[config.mk]
export PLATFORM = sky130hd
export DESIGN_NAME = drum_speed_ramp
export DESIGN_NICKNAME = d
export VERILOG_FILES = /design/src/rtl/drum_speed_ramp.sv
export SDC_FILE = /design/constraint.sdc
export NUM_CORES = 1
export LEC_CHECK = 0
export BUFFER_PORTS_ARGS = -buffer_cell sky130_fd_sc_hd__buf_2
export CAP_MARGIN = 20
export CORE_UTILIZATION = 32
export CTS_CLUSTER_DIAMETER = 40
export DETAILED_ROUTE_END_ITERATION = 6
export GPL_ROUTABILITY_DRIVEN = 0
export PLACE_DENSITY = 0.58
export SYNTH_ARGS = -nofsm -noshare
export SYNTH_HDL_FRONTEND = slang
export SYNTH_SLANG_ARGS = --single-unit
[constraint.sdc]
create_clock -name clk -period 12.9 [get_ports clk]
set_input_delay 1.935 -clock clk [delete_from_list [all_inputs] [get_ports clk]]
set_output_delay 1.935 -clock clk [all_outputs]
set_load 0.1 [all_outputs]
[src/rtl/drum_speed_ramp.sv]
// Drum motor speed shaper: rate-limits the FSM speed command into a motor
// setpoint on a slow tick, backs the ceiling off on vibration and brakes the
// drum to zero (raising a fault) if the door is unlocked while it turns.
module drum_speed_ramp #(
  parameter int unsigned TICK_DIV    = 5,
  parameter int unsigned STEP        = 50,
  parameter int unsigned BRAKE_STEP  = 200,
  parameter int unsigned VIB_BACKOFF = 200,
  parameter int unsigned MAX_RPM     = 1400
) (
  input  logic        clk,
  input  logic        reset,
  input  logic [10:0] target_rpm,
  input  logic        door_locked,
  input  logic        vibration_sensor,
  output logic [10:0] motor_rpm,
  output logic        at_speed,
  output logic        vib_limited,
  output logic        door_fault,
  output logic [2:0]  state_dbg
);

  typedef enum logic [2:0] {
    IDLE      = 3'd0,
    RAMP_UP   = 3'd1,
    AT_SPEED  = 3'd2,
    RAMP_DOWN = 3'd3,
    BRAKE     = 3'd4
  } state_t;

  localparam int unsigned CNT_W = (TICK_DIV > 1) ? $clog2(TICK_DIV) : 1;
  localparam logic [CNT_W-1:0] TICK_LAST = CNT_W'(TICK_DIV - 1);
  localparam logic [11:0] MAX12   = 12'(MAX_RPM);
  localparam logic [11:0] STEP12  = 12'(STEP);
  localparam logic [11:0] BRAKE12 = 12'(BRAKE_STEP);
  localparam logic [11:0] VIB12   = 12'(VIB_BACKOFF);
  localparam logic [10:0] MAX11   = 11'(MAX_RPM);

  function automatic logic [11:0] min2(input logic [11:0] a, input logic [11:0] b);
    return (a < b) ? a : b;
  endfunction

  state_t           state, state_next;
  logic [CNT_W-1:0] tick_cnt;
  logic [10:0]      limit;
  logic [10:0]      rpm_next;
  logic             tick, braking, vib_event;
  logic [11:0]      rpm12, tgt12, lim12, vib_lim12, lim_tick12, eff12, eff_tick12;

  assign state_dbg = state;

  // Tick strobe, braking/vibration qualification, effective targets and the per-tick speed step.
  // eff_tick12 already uses the lowered ceiling so a vibration tick steps toward the new target.
  always_comb begin
    rpm12      = {1'b0, motor_rpm};
    tgt12      = {1'b0, target_rpm};
    lim12      = {1'b0, limit};
    tick       = (tick_cnt == TICK_LAST);
    braking    = (state == BRAKE) || (!door_locked && (motor_rpm != '0));
    vib_event  = tick && vibration_sensor && (motor_rpm != '0) && !braking;
    vib_lim12  = (rpm12 > VIB12) ? (rpm12 - VIB12) : '0;
    lim_tick12 = vib_event ? vib_lim12 : lim12;
    eff12      = door_locked ? min2(min2(tgt12, MAX12), lim12) : '0;
    eff_tick12 = door_locked ? min2(min2(tgt12, MAX12), lim_tick12) : '0;
    rpm_next   = motor_rpm;
    if (tick) begin
      if (braking)
        rpm_next = 11'(rpm12 - min2(BRAKE12, rpm12));
      else if (eff_tick12 > rpm12)
        rpm_next = 11'(rpm12 + min2(STEP12, eff_tick12 - rpm12));
      else if (eff_tick12 < rpm12)
        rpm_next = 11'(rpm12 - min2(STEP12, rpm12 - eff_tick12));
    end
  end

  // Next-state: BRAKE is sticky until the drum stops; otherwise classify speed vs target.
  always_comb begin
    state_next = state;
    if (state == BRAKE)
      state_next = (motor_rpm == '0) ? IDLE : BRAKE;
    else if (!door_locked && (motor_rpm != '0))
      state_next = BRAKE;
    else if (eff12 > rpm12)
      state_next = RAMP_UP;
    else if (eff12 < rpm12)
      state_next = RAMP_DOWN;
    else if (rpm12 == '0)
      state_next = IDLE;
    else
      state_next = AT_SPEED;
  end

  // State register, tick counter, ceiling and registered outputs.
  always_ff @(posedge clk or posedge reset) begin
    if (reset) begin
      state       <= IDLE;
      tick_cnt    <= '0;
      limit       <= MAX11;
      motor_rpm   <= '0;
      at_speed    <= 1'b0;
      vib_limited <= 1'b0;
      door_fault  <= 1'b0;
    end else begin
      state       <= state_next;
      tick_cnt    <= tick ? '0 : tick_cnt + 1'b1;
      motor_rpm   <= rpm_next;
      at_speed    <= (state_next == AT_SPEED);
      vib_limited <= (limit < MAX11);
      if (vib_event)
        limit <= 11'(vib_lim12);
      else if (tick && (motor_rpm == '0) && (target_rpm == '0))
        limit <= MAX11;
      if (!door_locked && (motor_rpm != '0))
        door_fault <= 1'b1;
      else if (door_locked && (motor_rpm == '0))
        door_fault <= 1'b0;
    end
  end

endmodule

Yosys cells after proc, flatten, opt, wreduce, memory -nomap -nowiden
Cells that the tools add are included.
Word-level totals
  register bits: 31
  word-level logic and storage cells: 71
  latch bits: 0
  memory bits (read-only): 0
  bits of input ports: 15
  memories kept: 0
  memory bits (writable): 0
Operators by class
  multiply operators: 0
  bitwise operators: 0
  equality and inequality tests: 3
  div/mod/pow operators: 0
  reduce and logical (&&, ||, !) cells: 18
  shifts and indexed selects: 0
  $add $sub $neg: 7
  magnitude comparators: 12
  mux-type cells: 24
Operators by type and width (number)
  11-bit two-way mux: 9
  12-bit two-way mux: 6
  12-bit by 11-bit less-than comparator with 1-bit output: 3
  12-bit by 11-bit > comparator with 1-bit output: 2
  6-bit by 12-bit less-than comparator with 1-bit output (first input constant): 2
  11-bit logical NOT: 2
  11-bit less-than comparator (second input constant): 2
  11-bit subtractor: 2
  12-bit logical NOT: 1
  11-bit by 12-bit less-than comparator with 1-bit output: 1
  3-bit two-way mux: 4
  11-bit by 12-bit subtractor with 12-bit output: 1
  11-bit by 8-bit subtractor with 12-bit output (second input constant): 1
  12-bit by 11-bit subtractor with 12-bit output: 1
  11-bit adder: 1
  11-bit by 8-bit > comparator with 1-bit output (second input constant): 1
  8-bit by 11-bit less-than comparator with 1-bit output (first input constant): 1
  11-bit nonzero test: 1
  1-bit logical AND: 7
  3-bit == test (second input constant): 2
  2-bit two-way mux: 3
  2-bit nonzero test: 2
  3-bit by 1-bit adder with 3-bit output (second input constant): 1
  3-bit by 2-bit == test with 1-bit output (second input constant): 1
  other kinds (5): 7

Longest topological paths before layout
  word-level depth: 16
  depth in mapped cells: 44
  mapped depth without buffers: 41

Worst setup path after synthesis
OpenSTA, ideal clock, no wires.
  path type: input to register
  from: input port door_locked
  to: register motor_rpm[10]
  path buffers: 5
  library setup time: 73 ps
  data arrival time: 9740 ps
  data required time: 12827 ps
  stages on the path: 40
  setup slack: 3087 ps
  path through: inv_1 clkbuf_1 ha_1 a21o_2 or3_1 buf_2 buf_6 nor3_1 a21oi_1 ha_1 a21o_1 a21o_1 a21oi_1 nor2_1 a211oi_1 a32oi_1 buf_6 mux2i_1 (+4 left out) a211oi_1 o31ai_1 xnor2_1 nor4_2 o21ai_1 or2_2 ha_1 o221a_2 a31oi_1 fa_1 a21o_1 a211oi_1 o21ai_0 o211ai_1 o21ai_0 or3_1 a21o_1 nand3_1
On the way
  longest elaborated chain between the ends: 16
  elaborated cells between the ends (all ways): 24
Ends and longest elaborated chain
  start, declared: line 14  | input logic door_locked,
  1-bit logical NOT: line 59  | braking = (state == BRAKE) || (!door_locked && (motor_rpm != '0));
  1-bit logical AND: line 59
  1-bit logical OR: line 59
  1-bit logical NOT: line 60  | vib_event = tick && vibration_sensor && (motor_rpm != '0) && !braking;
  1-bit logical AND: line 60
  12-bit two-way mux: line 62  | lim_tick12 = vib_event ? vib_lim12 : lim12;
  11-bit by 12-bit less-than comparator with 1-bit output: line 40  | return (a < b) ? a : b;
  12-bit two-way mux: line 40
  12-bit two-way mux: line 64  | eff_tick12 = door_locked ? min2(min2(tgt12, MAX12), lim_tick12) : '0;
  11-bit by 12-bit subtractor with 12-bit output: line 72  | rpm_next = 11'(rpm12 - min2(STEP12, rpm12 - eff_tick12));
  6-bit by 12-bit less-than comparator with 1-bit output: line 40
  11-bit two-way mux: line 40
  11-bit subtractor: line 72
  11-bit two-way mux: line 71  | else if (eff_tick12 < rpm12)
  11-bit two-way mux: line 69  | else if (eff_tick12 > rpm12)
  11-bit two-way mux: line 67  | if (braking)
  end signal, assigned: line 106  | motor_rpm <= rpm_next;
  end, declared: line 16  | output logic [10:0] motor_rpm,
Parallel ways exist; a longest one is shown, timed or not. The select of a mux whose other input is x is not followed.
A chain may end at the register's enable or synchronous reset.

Worst setup path after layout
Ends and elaborated chain as after synthesis.

==> out/metrics.cfg <==
[outcome]
status=complete, no violations

[clock_tree]
cts_max_path_buffers=2
cts_resized=0
cts_tree=yes
htreeDepth=2
cts-root-buf=clkbuf_16
clock_sinks=31
clk_pin_slew_ns=0.06
ctsHoldBuffers=0
numCtsBuffers=5
clkLatencyLatePin_ns=0.28
cts_setup_buffers=0

[critical_path]
r2r-start=motor_rpm[6]
cp-start-kind=input pin
path_max_fanout=23
crit-reg2reg-capture=motor_rpm[10]
arrival_ns=11.53
worstPathRequired_ns=13.11
critPathKind=input pin to register
endpoint_kind=register
reg2regPathDepth=38
slowest_stage=or3_1
cp_slowest_stage_delay_ns=0.72
r2r_slack_ns=2.36

[drt]
initialDrtViolationCount=435
first_pass_iters=7
drc=0
wirelength_um=14330
vias_per_cell=5.780
ant_nets=0
dr_total_vias=4589
wire_per_inst_um=18.05

[sta]
whs_ns=0.4937
final.setup.tns_ns=0
min_period_over_period_pct=87.72
fin_ws_ns=1.585
fin_crit_ns=11.32
max_slew.worst_pin.slew_ns=0.9194
setup_viol=0
hold_viol_final=0
slew_viol_final=0
fin_skew_ns=0.005949
grt_setup_unrepaired=no
relSlewSlack_pct=38.24
fmax_mhz=88.38

[global_route]
grt_max_degree=32
grt_antenna_before_repair=0
grt_pass1_vias=4462
grt.overflow.total=0
track_usage_pct=19.72
grt_pass1_wl_um=23140

[run]
maxCapViolCount=0

[finish]
fillers=1480
drive_gt1_share_pct=12.56
final_cell_mix=ha_1 (70), nand2_1 (56), inv_1 (52), nor2_1 (39), a21oi_1 (37)
layout_commonest_cell=ha_1
nets=700
syn_to_final_growth_pct=10.52

[min_path]
worstHoldEndpoint=tick_cnt[0]
min_from=tick_cnt[0]
hp-class=register to register
whs_path_depth=1

[yosys]
ys_seq_area_share_pct=16.98
synth_flop_cell=dfrtp_1
syn_area_per_cell_um2=7.806
synthCells=591
async_reset_ff_share_pct=100.0
synth_edf_count=0
syn_nets=679
yosysUniqueCellTypes=67
ys_warn_count=0
mappedNetlistArea_um2=4613
ys_ff_latch=31

[floorplanning]
ios=32
num_rows=43
core-area_um2=13990
die_w_um=122.1
start_util_pct=32.98
dieArea_um2=14900
die_h_um=122.1

[placement]
place_ws_ns=1.517
dp_hpwl_um=11430
portBuffers=31

[state kept, by name (all words and copies together), names as in the netlist]
signal       flops
limit           11
motor_rpm       11
state_dbg        3
tick_cnt         3
at_speed         1
door_fault       1
vib_limited      1
[kinds of logic (layout without fill, tap and decap cells)]
group                    after synthesis  in the layout  share of synthesized area, %
AO/OA/AOI/OAI                        165            165                         24.57
XOR/XNOR                              23             23                         4.367
adder cells (fa/ha/maj)               73             73                         20.29
buffers and inverters                 73             95                         6.320
flip-flops                            31             31                         16.98
multiplexers                          26             26                         5.777
other                                  0              1                             0
AND/OR/NAND/NOR                      200            200                         21.70
[how the worst max path moves through the flow]
stage                            from             to  slack, ns  cells after the start
after floorplan           door_locked  motor_rpm[10]       3.09                     40
after global placement    door_locked  motor_rpm[10]       1.77                     37
after detailed placement  door_locked  motor_rpm[10]       1.52                     37
after CTS                 door_locked  motor_rpm[10]       1.75                     37
final                     door_locked  motor_rpm[10]       1.58                     37
after global routing      door_locked  motor_rpm[10]       0.91                     39
[synthesized netlist by cell type, types with 3 or more instances]
master | number | area (µm²)
ha_1 | 70 | 875.8
and2_2 | 7 | 52.55
dfrtp_1 | 25 | 625.6
xor2_1 | 6 | 52.55
a22o_2 | 3 | 30.03
fa_1 | 3 | 60.06
nor4_1 | 8 | 50.05
nand2b_1 | 13 | 81.33
a21o_1 | 16 | 120.1
o31ai_1 | 3 | 22.52
o211ai_1 | 5 | 37.54
mux2_2 | 5 | 56.30
dfstp_2 | 6 | 157.7
nand3_1 | 13 | 65.06
nor2b_1 | 9 | 56.30
nand4_1 | 5 | 31.28
xnor2_1 | 17 | 148.9
nor3_1 | 23 | 115.1
a22oi_1 | 5 | 37.54
inv_1 | 52 | 195.2
and2_1 | 7 | 43.79
a221oi_1 | 3 | 26.28
clkbuf_1 | 15 | 56.30
o21a_1 | 4 | 30.03
nor2_1 | 39 | 146.4
a21oi_1 | 37 | 185.2
nand2_1 | 56 | 210.2
o311ai_0 | 4 | 35.03
o21ai_0 | 36 | 180.2
mux2i_1 | 21 | 210.2
or3_1 | 8 | 50.05
a211oi_1 | 11 | 82.58
a31oi_1 | 9 | 56.30
[metrics by stage]
| step | area, µm² | util, % | cells |
|---|---|---|---|
| final | 5099 | 36.45 | 794 |
| after global routing | 5096 | 36.43 | 793 |
| after CTS | 5096 | 36.43 | 793 |
| after detailed placement | 4927 | 35.22 | 785 |
| after global placement | 4927 | 35.22 | 785 |
| after floorplan | 4613 | - | 591 |
[worst max-delay path, delay by kind of cell]
kind / cells / cell delay (ns)
AOI/OAI and AO/OA: 18 / 3.74
xor gates and xnor gates: 1 / 0.16
adders and majority gates: 5 / 1.88
buffers and inverters: 4 / 1.05
muxes: 1 / 0.16
and+or+nand+nor: 8 / 2.58
[per-layer routing]
layer / vias to the layer above / GRT usage (%) / share of wire [%]
li1: 2192 / - / -
met5: - / 0 / 0
met3: 23 / 4.775 / 9.1
met2: 225 / 30.44 / 44
met1: 2149 / 27.08 / 45
met4: 0 / 5.640 / 2.0
[final cells by class]
cell class | instances | area (µm²) | share of cell area [%]
multi-input combinational | 487 | 3538 | 69.40
tap | 180 | 225.2 | 4.417
clock buffer | 5 | 125.1 | 2.454
clock inverter | 3 | 43.79 | 0.8589
inverter | 52 | 195.2 | 3.828
antenna | 1 | 2.502 | 0.04908
timing repair buffer | 35 | 185.2 | 3.632
sequential | 31 | 783.3 | 15.36
Power is left out: the tool's default activity adds up to more than one toggle a clock period on the data nets, which glitch-free logic cannot reach.
